--- src/rtl/four_bit_signed_serial_subtractor.sv ---
// four_bit_signed_serial_subtractor: bit-serial D = A - B - borrowIn, LSB first, with zero/neg/overflow/borrow flags.
// Define SUB_SATURATE_EN to clamp d on signed overflow.
module four_bit_signed_serial_subtractor #(
    parameter int WIDTH = 4
) (
    input  logic             clk,
    input  logic             rst_n,
    input  logic             start,
    input  logic             borrowIn,
    input  logic [WIDTH-1:0] A,
    input  logic [WIDTH-1:0] B,
    output logic [WIDTH-1:0] d,
    output logic             zeroFlag,
    output logic             negFlag,
    output logic             overflowFlag,
    output logic             borrowFlag,
    output logic             busy,
    output logic             done
);
    localparam int CW = (WIDTH > 2) ? $clog2(WIDTH) : 1;

    typedef enum logic [1:0] {IDLE, SHIFT, DONE} state_t;

    state_t           state_q, state_d;
    logic [WIDTH-1:0] a_q, a_d, b_q, b_d, res_q, res_d, dout_q, dout_d;
    logic [CW-1:0]    cnt_q, cnt_d;
    logic             br_q, br_d, am_q, am_d, bm_q, bm_d;
    logic             z_q, z_d, n_q, n_d, o_q, o_d, bf_q, bf_d;
    logic             diff, last, ovf;
    logic [WIDTH-1:0] res, sat;

    assign diff = a_q[0] ^ b_q[0] ^ br_q;
    assign res  = {diff, res_q[WIDTH-1:1]};
    assign last = cnt_q == CW'(WIDTH - 1);
    // the final diff bit is the raw MSB, so overflow is judged before any clamping
    assign ovf  = (am_q != bm_q) && (diff != am_q);
`ifdef SUB_SATURATE_EN
    assign sat  = ovf ? {am_q, {(WIDTH-1){~am_q}}} : res;
`else
    assign sat  = res;
`endif

    always_comb begin
        state_d = state_q;
        a_d     = a_q;
        b_d     = b_q;
        res_d   = res_q;
        cnt_d   = cnt_q;
        br_d    = br_q;
        am_d    = am_q;
        bm_d    = bm_q;
        dout_d  = dout_q;
        z_d     = z_q;
        n_d     = n_q;
        o_d     = o_q;
        bf_d    = bf_q;
        case (state_q)
            SHIFT: begin
                a_d   = a_q >> 1;
                b_d   = b_q >> 1;
                res_d = res;
                br_d  = (~a_q[0] & b_q[0]) | (~(a_q[0] ^ b_q[0]) & br_q);
                cnt_d = cnt_q + CW'(1);
                if (last) begin
                    state_d = DONE;
                    dout_d  = sat;
                    z_d     = sat == '0;
                    n_d     = sat[WIDTH-1];
                    o_d     = ovf;
                    bf_d    = br_d;
                end
            end
            default: begin
                state_d = IDLE;
                if (start) begin
                    state_d = SHIFT;
                    a_d     = A;
                    b_d     = B;
                    br_d    = borrowIn;
                    cnt_d   = '0;
                    am_d    = A[WIDTH-1];
                    bm_d    = B[WIDTH-1];
                end
            end
        endcase
    end

    always_ff @(posedge clk or negedge rst_n) begin
        if (!rst_n) begin
            state_q <= IDLE;
            a_q     <= '0;
            b_q     <= '0;
            res_q   <= '0;
            cnt_q   <= '0;
            br_q    <= 1'b0;
            am_q    <= 1'b0;
            bm_q    <= 1'b0;
            dout_q  <= '0;
            z_q     <= 1'b1;
            n_q     <= 1'b0;
            o_q     <= 1'b0;
            bf_q    <= 1'b0;
        end else begin
            state_q <= state_d;
            a_q     <= a_d;
            b_q     <= b_d;
            res_q   <= res_d;
            cnt_q   <= cnt_d;
            br_q    <= br_d;
            am_q    <= am_d;
            bm_q    <= bm_d;
            dout_q  <= dout_d;
            z_q     <= z_d;
            n_q     <= n_d;
            o_q     <= o_d;
            bf_q    <= bf_d;
        end
    end

    assign d            = dout_q;
    assign zeroFlag     = z_q;
    assign negFlag      = n_q;
    assign overflowFlag = o_q;
    assign borrowFlag   = bf_q;
    assign busy         = state_q == SHIFT;
    assign done         = state_q == DONE;
endmodule

--- config.mk ---
export PLATFORM = sky130hd
export DESIGN_NAME = four_bit_signed_serial_subtractor
export DESIGN_NICKNAME = d
export VERILOG_FILES = /design/src/rtl/four_bit_signed_serial_subtractor.sv
export SDC_FILE = /design/constraint.sdc
export NUM_CORES = 1
export LEC_CHECK = 0
export CAP_MARGIN = 10
export CORE_ASPECT_RATIO = 0.8
export CORE_UTILIZATION = 49
export DETAILED_ROUTE_END_ITERATION = 8
export GPL_TIMING_DRIVEN = 0
export PLACE_DENSITY_LB_ADDON = 0.05
export SYNTH_ARGS = -nofsm -noshare
export SYNTH_HDL_FRONTEND = slang
export SYNTH_SLANG_ARGS = --single-unit
--- constraint.sdc ---
create_clock -name clk -period 2.1 [get_ports clk]
set_clock_uncertainty 0.2 [all_clocks]
set_input_delay 0.63 -clock clk [delete_from_list [all_inputs] [get_ports clk]]
set_output_delay 0.63 -clock clk [all_outputs]
set_load 0.1 [all_outputs]
; ---- Yosys cells after proc, flatten, opt, wreduce, memory -nomap -nowiden
; Cells that the tools add are included.
[totals]
input_bits = 12
word_cells = 44
out_inout_bits = 10
reg_bits = 27
[op_classes]
eq_ne = 6
n_bitwise = 8
n_reduce_logical = 5
add_sub_neg = 1
n_mux = 11
[op_table]
columns = operator, count
row1 = $mux W4, 4
row2 = $mux W2, 4
row3 = $eq A2 B2 Y1 const B, 2
row4 = $logic_not A4 Y1, 1
row5 = $reduce_and A2 Y1, 2
row6 = $mux W1, 3
row7 = $not A1 Y1, 3
row8 = $add A2 B1 Y2 const B, 1
row9 = $and A1 B1 Y1, 2
row10 = $eq A2 B1 Y1 const B, 1
row11 = $ne A1 B1 Y1, 2
row12 = $ne A2 B1 Y1 const B, 1
row13 = $reduce_bool A2 Y1, 1
row14 = $xor A1 B1 Y1, 2
row15 = $logic_and A1 B1 Y1, 1
row16 = $or A1 B1 Y1, 1

; ---- Longest topological paths before layout
; Gate-level depths: netlist of the first run.
[logic_depth]
word_depth = 5
ltp_mapped = 5
ltp_nobuf = 5

; ---- Worst setup path before layout of the first run
; OpenSTA, ideal clock, no wires.
[synth_timing]
path_type = reg2out
startpoint = reg dout_q[3], in the netlist d[3]
endpoint = out d[3]
arrival_time_ps = 1336
path_buffers = 1
slack_ps = -66
path_stages_with_launch = 2
path_cell_list = dfrtp_1 buf_4
[synth_rtl]
columns = element, line
row1 = start: declaration, 25  ; logic [WIDTH-1:0] a_q, a_d, b_q, b_d, res_q, res_d, dout_q, dout_d;
row2 = start signal: assignment, 112  ; dout_q <= dout_d;
row3 = end: declaration, 12  ; output logic [WIDTH-1:0] d,
; No word-level cell between the ends.

==> impl_metrics.csv, run 1 <==
group,metric,value,unit
cells_and_area,diodes,0,
cells_and_area,multi_input_area,422.9,sq um
die,fp.dieW,55.18,microns
cells_and_area,final_util,0.6444,
die,dieHeight,44.54,microns
cells_and_area,register_area,628.1,sq um
critical_path,critical_path_arrival,1.22,ns
clock_network,path_clk_slew,0.13,ns
outcome,status,"finished clean",
cells_and_area,nets,131,
critical_path,r2r_slack,0.23,ns
yosys,yosysUniqueCellTypes,24,
route,drc,0,
global_routing,grtUsageTotal,0.1892,
clock_network,cts_root_buffer,"clkbuf_4",
place,hpwl,1.354,mm
global_routing,use_met1,0.2671,
critical_path,start_kind,"flop",
critical_path,cp_cell_sequence,"clkdlybuf4s18_2",
clock_network,insertion_delay,0.31,ns
cells_and_area,area_delta_synth_final,24.38,%
critical_path,worst_path_dominant_cell_family,"buffers and inverters",
route,routed_wl,1.903,mm
critical_path,critPathLaunch,"d[3]$_DFFE_PN0P_",
place,port_buffers,21,
global_routing,use_met3,0.06186,
critical_path,crit_type,"reg2out",
route,via_count,706,
route,vias_per_cell,5.007,
yosys,syn-mean-instance-area,12.32,sq um
route,wl_per_cell,13.50,microns
route,drt_iter0_drc,9,
sta,slew_headroom,0.6053,
global_routing,antenna_found_initial,0,
die,rows,15,
critical_path,rr_worst_depth,3,
yosys,synth_area,1109,sq um
global_routing,grt_pass1_wl,3.222,mm
critical_path,endpoint,"negFlag",
route,drt-pass1-iter-count,2,
clock_network,tritoncts,"yes",
clock_network,hold_buffers,0,
yosys,yosysSeqAreaShare,0.5655,
clock_network,clock_path_buffers,2,
critical_path,worstReg2RegEnd,"zeroFlag$_DFFE_PN1P_",
cells_and_area,drive_gt1_frac,0.2931,
global_routing,overflow,0,
sta,hold_viol_final,0,
yosys,synth_top_cell_by_area,"dfrtp_1",
die,io_pins,22,
place,gp_congestion,0.6732,
yosys,synth_warnings,0,
die,dieArea,2458,sq um
min_path,hold_class,"reg2reg",
sta,worstMarginPinSlew,0.5902,ns
sta,fin_tns_setup,0,ns
global_routing,grt_pass1_vias,693,
clock_network,numCtsBuffers,3,
sta,fin_crit_sh,0.9748,
sta,slew_violations,0,
route,ant_nets,0,
clock_network,htree_levels,1,
critical_path,slowest_stage,"clkdlybuf4s18_2",
clock_network,clkSinkCount,25,
critical_path,cpPeakStageDelay,0.53,ns
global_routing,grt_max_degree,26,
sta,fin_crit,2.047,ns
yosys,synthesis.nets,104,
yosys,syn_inst,90,
yosys,yosys.area.top_type_share,0.5418,
run,drv_cap,0,
yosys,ys_ff_latch,25,
die,core,2140,sq um
sta,timing.hold.ws,0.2730,ns
sta,finalSetupViolCount,0,
critical_path,crit_fanout,3,
critical_path,crit_required,1.27,ns
sta,fmax,488.5,MHz
yosys,yosys-top-cells-area,"dfrtp_1, mux2_2, mux2i_1",
cells_and_area,fillCellCount,185,
critical_path,cp-end-kind,"output port",
sta,grt_setup_unrepaired,"true",
critical_path,r2r_start,"a_q[0]$_DFFE_PN0P_",
critical_path,cp.depth,1,
global_routing,busiest_layer,"met2",
global_routing,grt_use_met2,0.2964,
die,start_util,0.5181,
critical_path,crit_buf_inv,1,
worst min-delay path by stage:
stage,start,endpoint,cells after the start,slack (ns)
final,zeroFlag$_DFFE_PN1P_,zeroFlag$_DFFE_PN1P_,2,0.27
after global routing,borrowFlag$_DFFE_PN0P_,borrowFlag$_DFFE_PN0P_,2,0.33
after CTS,zeroFlag$_DFFE_PN1P_,zeroFlag$_DFFE_PN1P_,2,0.28
after detailed placement,zeroFlag$_DFFE_PN1P_,zeroFlag$_DFFE_PN1P_,2,0.26
after global placement,zeroFlag$_DFFE_PN1P_,zeroFlag$_DFFE_PN1P_,2,0.25
after floorplan,rst_n,a_q[0]$_DFFE_PN0P_,0,0.13
metrics by stage:
| step | instance area [sq um] | instances | setup WS, ns |
|---|---|---|---|
| after floorplan | 1110 | 90 | 0.1377 |
| after CTS | 1393 | 140 | -0.06588 |
| after detailed placement | 1351 | 136 | -0.7064 |
| after global routing | 1379 | 141 | -0.009032 |
| after global placement | 1351 | 136 | -0.6822 |
| final | 1379 | 141 | 0.05284 |
timing repair:
action,CTS,global route
setup buffers,0,1
setup endpoints to repair,10,7
hold endpoints to repair,0,0
gates resized for setup,46,12
Yosys cell counts (all sizes together):
cell type and n:
nand2b 2, dfstp 1, fa 1, and2b 1
or4 1, nor2 5, ha 1, a211oi 1
and3b 1, dfrtp 24, o21ai 10, a21oi 2
nor2b 2, buf 6, mux2 10, nand3b 1
nand2 10, mux2i 8, inv 3
cell type report:
class | instances | area share
sequential | 25 | 0.4555
multi-input combinational | 56 | 0.3067
timing repair buffer | 23 | 0.1570
buffer | 5 | 0.03085
tap | 25 | 0.02269
clock buffer | 4 | 0.01906
inverter | 3 | 0.008167
registers in the layout (all words and copies together) (netlist names):
register	count
cnt_q	2
overflowFlag	1
res_q	3
zeroFlag	1
am_q	1
a_q	4
b_q	4
bm_q	1
d	4
borrowFlag	1
br_q	1
state_q	2
metal layers:
metal	share of wire	vias to the layer above
met1	0.49	336
met3	0.040	2
met5	0	-
met2	0.46	11
li1	-	357
met4	0.0032	0
cell usage in the layout (no fill, tap or decap), types with 2 or more instances in the layout:
master,count
dfrtp_1,23
clkdlybuf4s50_1,11
nand2_1,10
o21ai_0,9
mux2i_1,8
mux2_2,8
buf_2,6
nor2_1,5
buf_4,4
buf_6,3
inv_1,3
clkbuf_4,3
a21oi_1,2
mux2_4,2
clkdlybuf4s18_2,2
logic make-up after synthesis:
kind of cell / share of synthesized area
AO/OA/AOI/OAI: 0.06094
adder cells (fa/ha/maj): 0.02934
flip-flops: 0.5655
AND/OR/NAND/NOR: 0.1084
multiplexers: 0.1806
buffers and inverters: 0.05530
Power of run 1 is left out: the tool's default activity adds up to more than one toggle a clock period on the data nets, which glitch-free logic cannot reach.
==> inputs of run 2 (changes only) <==
--- a/config.mk
+++ b/config.mk
@@ -6,7 +6,7 @@
 export NUM_CORES = 1
 export LEC_CHECK = 0
 export CAP_MARGIN = 10
-export CORE_ASPECT_RATIO = 0.8
+export CORE_ASPECT_RATIO = 1.4
 export CORE_UTILIZATION = 49
 export DETAILED_ROUTE_END_ITERATION = 8
 export GPL_TIMING_DRIVEN = 0
==> constraint.sdc (replaced) <==
create_clock -name clk -period 2.1 [get_ports clk]
set_clock_uncertainty 0.2 [all_clocks]
set_input_delay 0.63 -clock clk [delete_from_list [all_inputs] [get_ports clk]]
set_output_delay 0.63 -clock clk [all_outputs]
set_load 0.005 [all_outputs]
==> impl_metrics.csv, run 2 (synthesis gave the netlist of run 1 again) <==
group,metric,value,unit
die,core,2152,sq um
cells_and_area,diodes,0,
power_and_ir_drop,powerDensity,1402,nW/um^2
sta,slew_violations,0,
clock_network,cts_root_buffer,"clkbuf_4",
die,io_pins,22,
critical_path,worst_path_dominant_cell_family,"buffers and inverters",
critical_path,endpoint,"overflowFlag",
cells_and_area,final_util,0.6552,
place,hpwl,1.367,mm
critical_path,worstReg2RegEnd,"zeroFlag$_DFFE_PN1P_",
cells_and_area,register_area,626.9,sq um
outcome,status,"finished clean",
power_and_ir_drop,power_frac_clock,0.112,
place,gp_congestion,0.7871,
power_and_ir_drop,p_sw,649.1,uW
place,port_buffers,21,
global_routing,overflow,0,
critical_path,r2r_start,"a_q[0]$_DFFE_PN0P_",
sta,slew_headroom,0.6658,
sta,hold_viol_final,0,
sta,timing.hold.ws,0.2666,ns
sta,grt_setup_unrepaired,"false",
power_and_ir_drop,p_leak,0.0006775,uW
clock_network,insertion_delay,0.32,ns
cells_and_area,fillCellCount,180,
min_path,hold_class,"reg2reg",
critical_path,crit_required,1.27,ns
critical_path,crit_fanout,2,
cells_and_area,drive_gt1_frac,0.2137,
global_routing,grtUsageTotal,0.1825,
clock_network,numCtsBuffers,3,
critical_path,crit_buf_inv,1,
critical_path,cp_cell_sequence,"clkdlybuf4s50_1",
sta,finalSetupViolCount,0,
global_routing,antenna_found_initial,0,
critical_path,r2r_slack,0.25,ns
route,drc,0,
power_and_ir_drop,vdd_drop_max,0.7289,mV
global_routing,grt_pass1_wl,3.305,mm
route,routed_wl,1.969,mm
cells_and_area,final_cell_mix,"dfrtp_1, clkdlybuf4s50_1, nand2_1, o21ai_0",
sta,fin_crit_sh,0.9649,
critical_path,rr_worst_depth,3,
critical_path,start_kind,"flop",
critical_path,cp-end-kind,"output port",
run,drv_cap,0,
clock_network,tritoncts,"yes",
sta,fmax,493.5,MHz
cells_and_area,area_delta_synth_final,27.20,%
global_routing,grt_max_degree,26,
critical_path,critPathLaunch,"overflowFlag$_DFFE_PN0P_",
cells_and_area,multi_input_area,427.9,sq um
sta,fin_crit,2.026,ns
sta,worstMarginPinSlew,0.4998,ns
critical_path,critical_path_arrival,1.20,ns
critical_path,slowest_stage,"clkdlybuf4s50_1",
min_path,hp-start,"zeroFlag$_DFFE_PN1P_",
clock_network,htree_levels,1,
die,dieArea,2459,sq um
power_and_ir_drop,pwr-share-comb,0.460,
clock_network,clock_path_buffers,2,
route,ant_nets,0,
power_and_ir_drop,switching_share,0.3283,
die,rows,20,
place,pre_cts_ws,-0.1187,ns
critical_path,crit_type,"reg2out",
global_routing,grt_pass1_vias,746,
sta,setup_slack,0.07368,ns
cells_and_area,final_common_cell,"dfrtp_1",
power_and_ir_drop,seqPwrFrac,0.428,
die,dieHeight,58.28,microns
clock_network,path_clk_slew,0.13,ns
route,drt_iter0_drc,8,
route,drt-pass1-iter-count,4,
power_and_ir_drop,p_int,1328,uW
route,vias_per_cell,5.302,
route,wl_per_cell,14.17,microns
route,via_count,737,
critical_path,cpPeakStageDelay,0.50,ns
die,start_util,0.5151,
die,fp.dieW,42.20,microns
clock_network,clkSinkCount,25,
cells_and_area,nets,132,
critical_path,cp.depth,1,
## run 2: routing by layer
metal  GRT usage  part of all wire  vias to the layer above
li1            -                 -                      358
met2      0.3099              0.51                       18
met3     0.01869             0.032                        5
met1      0.2231              0.43                      356
met4      0.1071             0.026                        0
met5           0                 0                        -
## run 2: worst min path at each step
stage,to,slack (ns),depth (start not counted)
3_5_place_dp,zeroFlag$_DFFE_PN1P_,0.25,2
4_1_cts,zeroFlag$_DFFE_PN1P_,0.27,2
5_1_grt,zeroFlag$_DFFE_PN1P_,0.31,2
3_3_place_gp,zeroFlag$_DFFE_PN1P_,0.25,2
6_report,zeroFlag$_DFFE_PN1P_,0.27,2
2_1_floorplan,a_q[0]$_DFFE_PN0P_,0.13,0
## run 2: timing repair
action | 4_1_cts | 5_1_grt
hold buffers | 0 | 0
setup buffers | 3 | 0
resized for setup | 6 | 4
endpoints found under the setup margin | 4 | 3
## run 2: layout make-up
class,instances,share of cell area
Multi-Input combinational cell,56,0.3035
Tap cell,22,0.01952
Sequential cell,25,0.4445
Timing Repair Buffer,24,0.1757
Buffer,5,0.03017
Inverter,3,0.007986
Clock buffer,4,0.01863
## run 2: power groups by stage
stage / clock, uW / combinational (uW) / sequential (uW)
final: 221 / 910 / 846
after global routing: 240 / 995 / 875
after CTS: 223 / 924 / 851
after detailed placement: 0 / 921 / 859
after global placement: 0 / 884 / 846
after floorplan: 0 / 586 / 830
## run 2: per-stage QoR
stage          setup TNS [ns]  power, uW  instances  area (sq um)
2_1_floorplan               0       1416         90          1109
4_1_cts                     0       1999        138          1383
3_5_place_dp           -2.939       1780        133          1346
5_1_grt                     0       2109        139          1410
3_3_place_gp           -1.527       1730        133          1346
6_report                    0       1977        139          1410
Power figures use the tool's default switching activity.
==> inputs of run 3 (changes only) <==
--- a/config.mk
+++ b/config.mk
@@ -7,7 +7,7 @@
 export LEC_CHECK = 0
 export CAP_MARGIN = 10
 export CORE_ASPECT_RATIO = 1.4
-export CORE_UTILIZATION = 49
+export CORE_UTILIZATION = 53
 export DETAILED_ROUTE_END_ITERATION = 8
 export GPL_TIMING_DRIVEN = 0
 export PLACE_DENSITY_LB_ADDON = 0.05
==> constraint.sdc (replaced) <==
create_clock -name clk -period 2.47 [get_ports clk]
set_clock_uncertainty 0.2 [all_clocks]
set_input_delay 0.741 -clock clk [delete_from_list [all_inputs] [get_ports clk]]
set_output_delay 0.741 -clock clk [all_outputs]
set_load 0.005 [all_outputs]
==> impl_metrics.csv, run 3 (synthesis gave the netlist of run 1 again) <==
group,metric,value,unit
place,port_buffers,21,
sta,slew_violations,0,
sta,fin_crit,2.418,ns
cells_and_area,nets,131,
run,drv_cap,0,
cells_and_area,final_util,0.7127,
place,hpwl,1.392,mm
critical_path,start_kind,"flop",
route,drt_iter0_drc,8,
global_routing,grt_max_degree,26,
cells_and_area,area_delta_synth_final,26.86,%
route,ant_nets,0,
min_path,holdPathStages,2,
sta,hold_viol_final,0,
global_routing,grt_pass1_vias,705,
die,start_util,0.5618,
route,drt-pass1-iter-count,2,
power_and_ir_drop,powerDensity,1197,nW/um^2
global_routing,grtUsageTotal,0.1946,
critical_path,critical_path_arrival,1.48,ns
clock_network,path_clk_slew,0.13,ns
cells_and_area,final_cell_mix,"dfrtp_1, clkdlybuf4s50_1, nand2_1, o21ai_0",
sta,grt_setup_unrepaired,"false",
power_and_ir_drop,p_leak,0.0006557,uW
critical_path,cp-end-kind,"output port",
route,vias_per_cell,5.336,
power_and_ir_drop,vdd_drop_max,0.7075,mV
die,rows,19,
sta,fin_crit_sh,0.9790,
critical_path,rr_worst_depth,3,
clock_network,clock_path_buffers,2,
die,io_pins,22,
global_routing,overflow,0,
route,wl_per_cell,13.50,microns
route,via_count,731,
cells_and_area,final_common_cell,"dfrtp_1",
route,routed_wl,1.849,mm
place,gp_congestion,0.7357,
cells_and_area,diodes,0,
outcome,status,"finished clean",
clock_network,insertion_delay,0.31,ns
clock_network,clkSinkCount,25,
critical_path,crit_fanout,4,
global_routing,grt_pass1_wl,3.042,mm
cells_and_area,drive_gt1_frac,0.1983,
route,drc,0,
sta,finalSetupViolCount,0,
min_path,hold_class,"reg2reg",
sta,fin_tns_setup,0,ns
critical_path,crit_required,1.53,ns
clock_network,cts_root_buffer,"clkbuf_4",
die,core,1973,sq um
global_routing,antenna_found_initial,0,
sta,fmax,413.5,MHz
sta,worstMarginPinSlew,0.3151,ns
cells_and_area,fillCellCount,144,
clock_network,numCtsBuffers,3,
die,dieHeight,56.12,microns
die,dieArea,2281,sq um
clock_network,tritoncts,"yes",
die,fp.dieW,40.65,microns
clock_network,htree_levels,1,
clock_network,hold_buffers,0,
sta,slew_headroom,0.7893,
critical_path,crit_type,"reg2out",
==> run 3: power breakdown <==
part | total (uW) | switching, uW | internal (uW) | leakage, uW
Combinational | 787 | 314 | 473 | 0.000334
Sequential | 721 | 116 | 606 | 0.000306
Clock | 175 | 112 | 63.1 | 0.0000150
Total | 1680 | 541 | 1140 | 0.000656
==> run 3: final cells by class <==
cell class | instances | area, sq um | share of cell area
Sequential cell | 25 | 626.9 | 0.4457
Multi-Input combinational cell | 56 | 427.9 | 0.3043
Timing Repair Buffer | 23 | 245.2 | 0.1744
Buffer | 5 | 42.54 | 0.03025
Clock buffer | 4 | 26.28 | 0.01868
Tap cell | 21 | 26.28 | 0.01868
Inverter | 3 | 11.26 | 0.008007
==> run 3: path summary, 6_finish.rpt <==
| kind | startpoint | endpoint | slack [ns] |
|---|---|---|---|
| setup / recovery | state_q[1]$_DFFE_PN0P_ | busy | 0.05 |
| hold / removal | zeroFlag$_DFFE_PN1P_ | zeroFlag$_DFFE_PN1P_ | 0.29 |
| setup reg to reg | a_q[0]$_DFFE_PN0P_ | zeroFlag$_DFFE_PN1P_ | 0.57 |
| hold reg to reg | zeroFlag$_DFFE_PN1P_ | zeroFlag$_DFFE_PN1P_ | 0.29 |
| max in group asynchronous | rst_n | zeroFlag$_DFFE_PN1P_ | 1.12 |
| min in group asynchronous | rst_n | d[3]$_DFFE_PN0P_ | 0.47 |
==> run 3: through the flow <==
stage               total power [uW]  cells  hold WS, ns  setup slack, ns  instance area, sq um
global route                    1818    137       0.3051        0.0007871                  1406
CTS                             1685    136       0.2965          0.01989                  1371
finish                          1684    137       0.2903          0.05180                  1406
global placement                1468    132       0.2488           0.1960                  1345
floorplan                       1204     90       0.2454           0.7179                  1109
detailed placement              1510    132       0.2718           0.1645                  1345
==> run 3: what timing repair did <==
item / CTS / global route
hold endpoints to repair: 0 / 0
buffers inserted: 1 / 0
resized for setup: 0 / 2
endpoints found under the setup margin: 1 / 1
==> run 3: metal layers <==
layer / up-vias / wire, microns / track usage
met3: 4 / 54 / 0.02400
met2: 19 / 977 / 0.3197
met5: - / 0 / 0
li1: 353 / - / -
met1: 355 / 786 / 0.2480
met4: 0 / 30 / 0.07143
==> run 3: critical path, stage by stage, from the launching register on <==
cell and delay [ns]:
dfrtp_1 0.43, nor2b_4 0.12, buf_6 0.12, clkdlybuf4s50_1 0.49
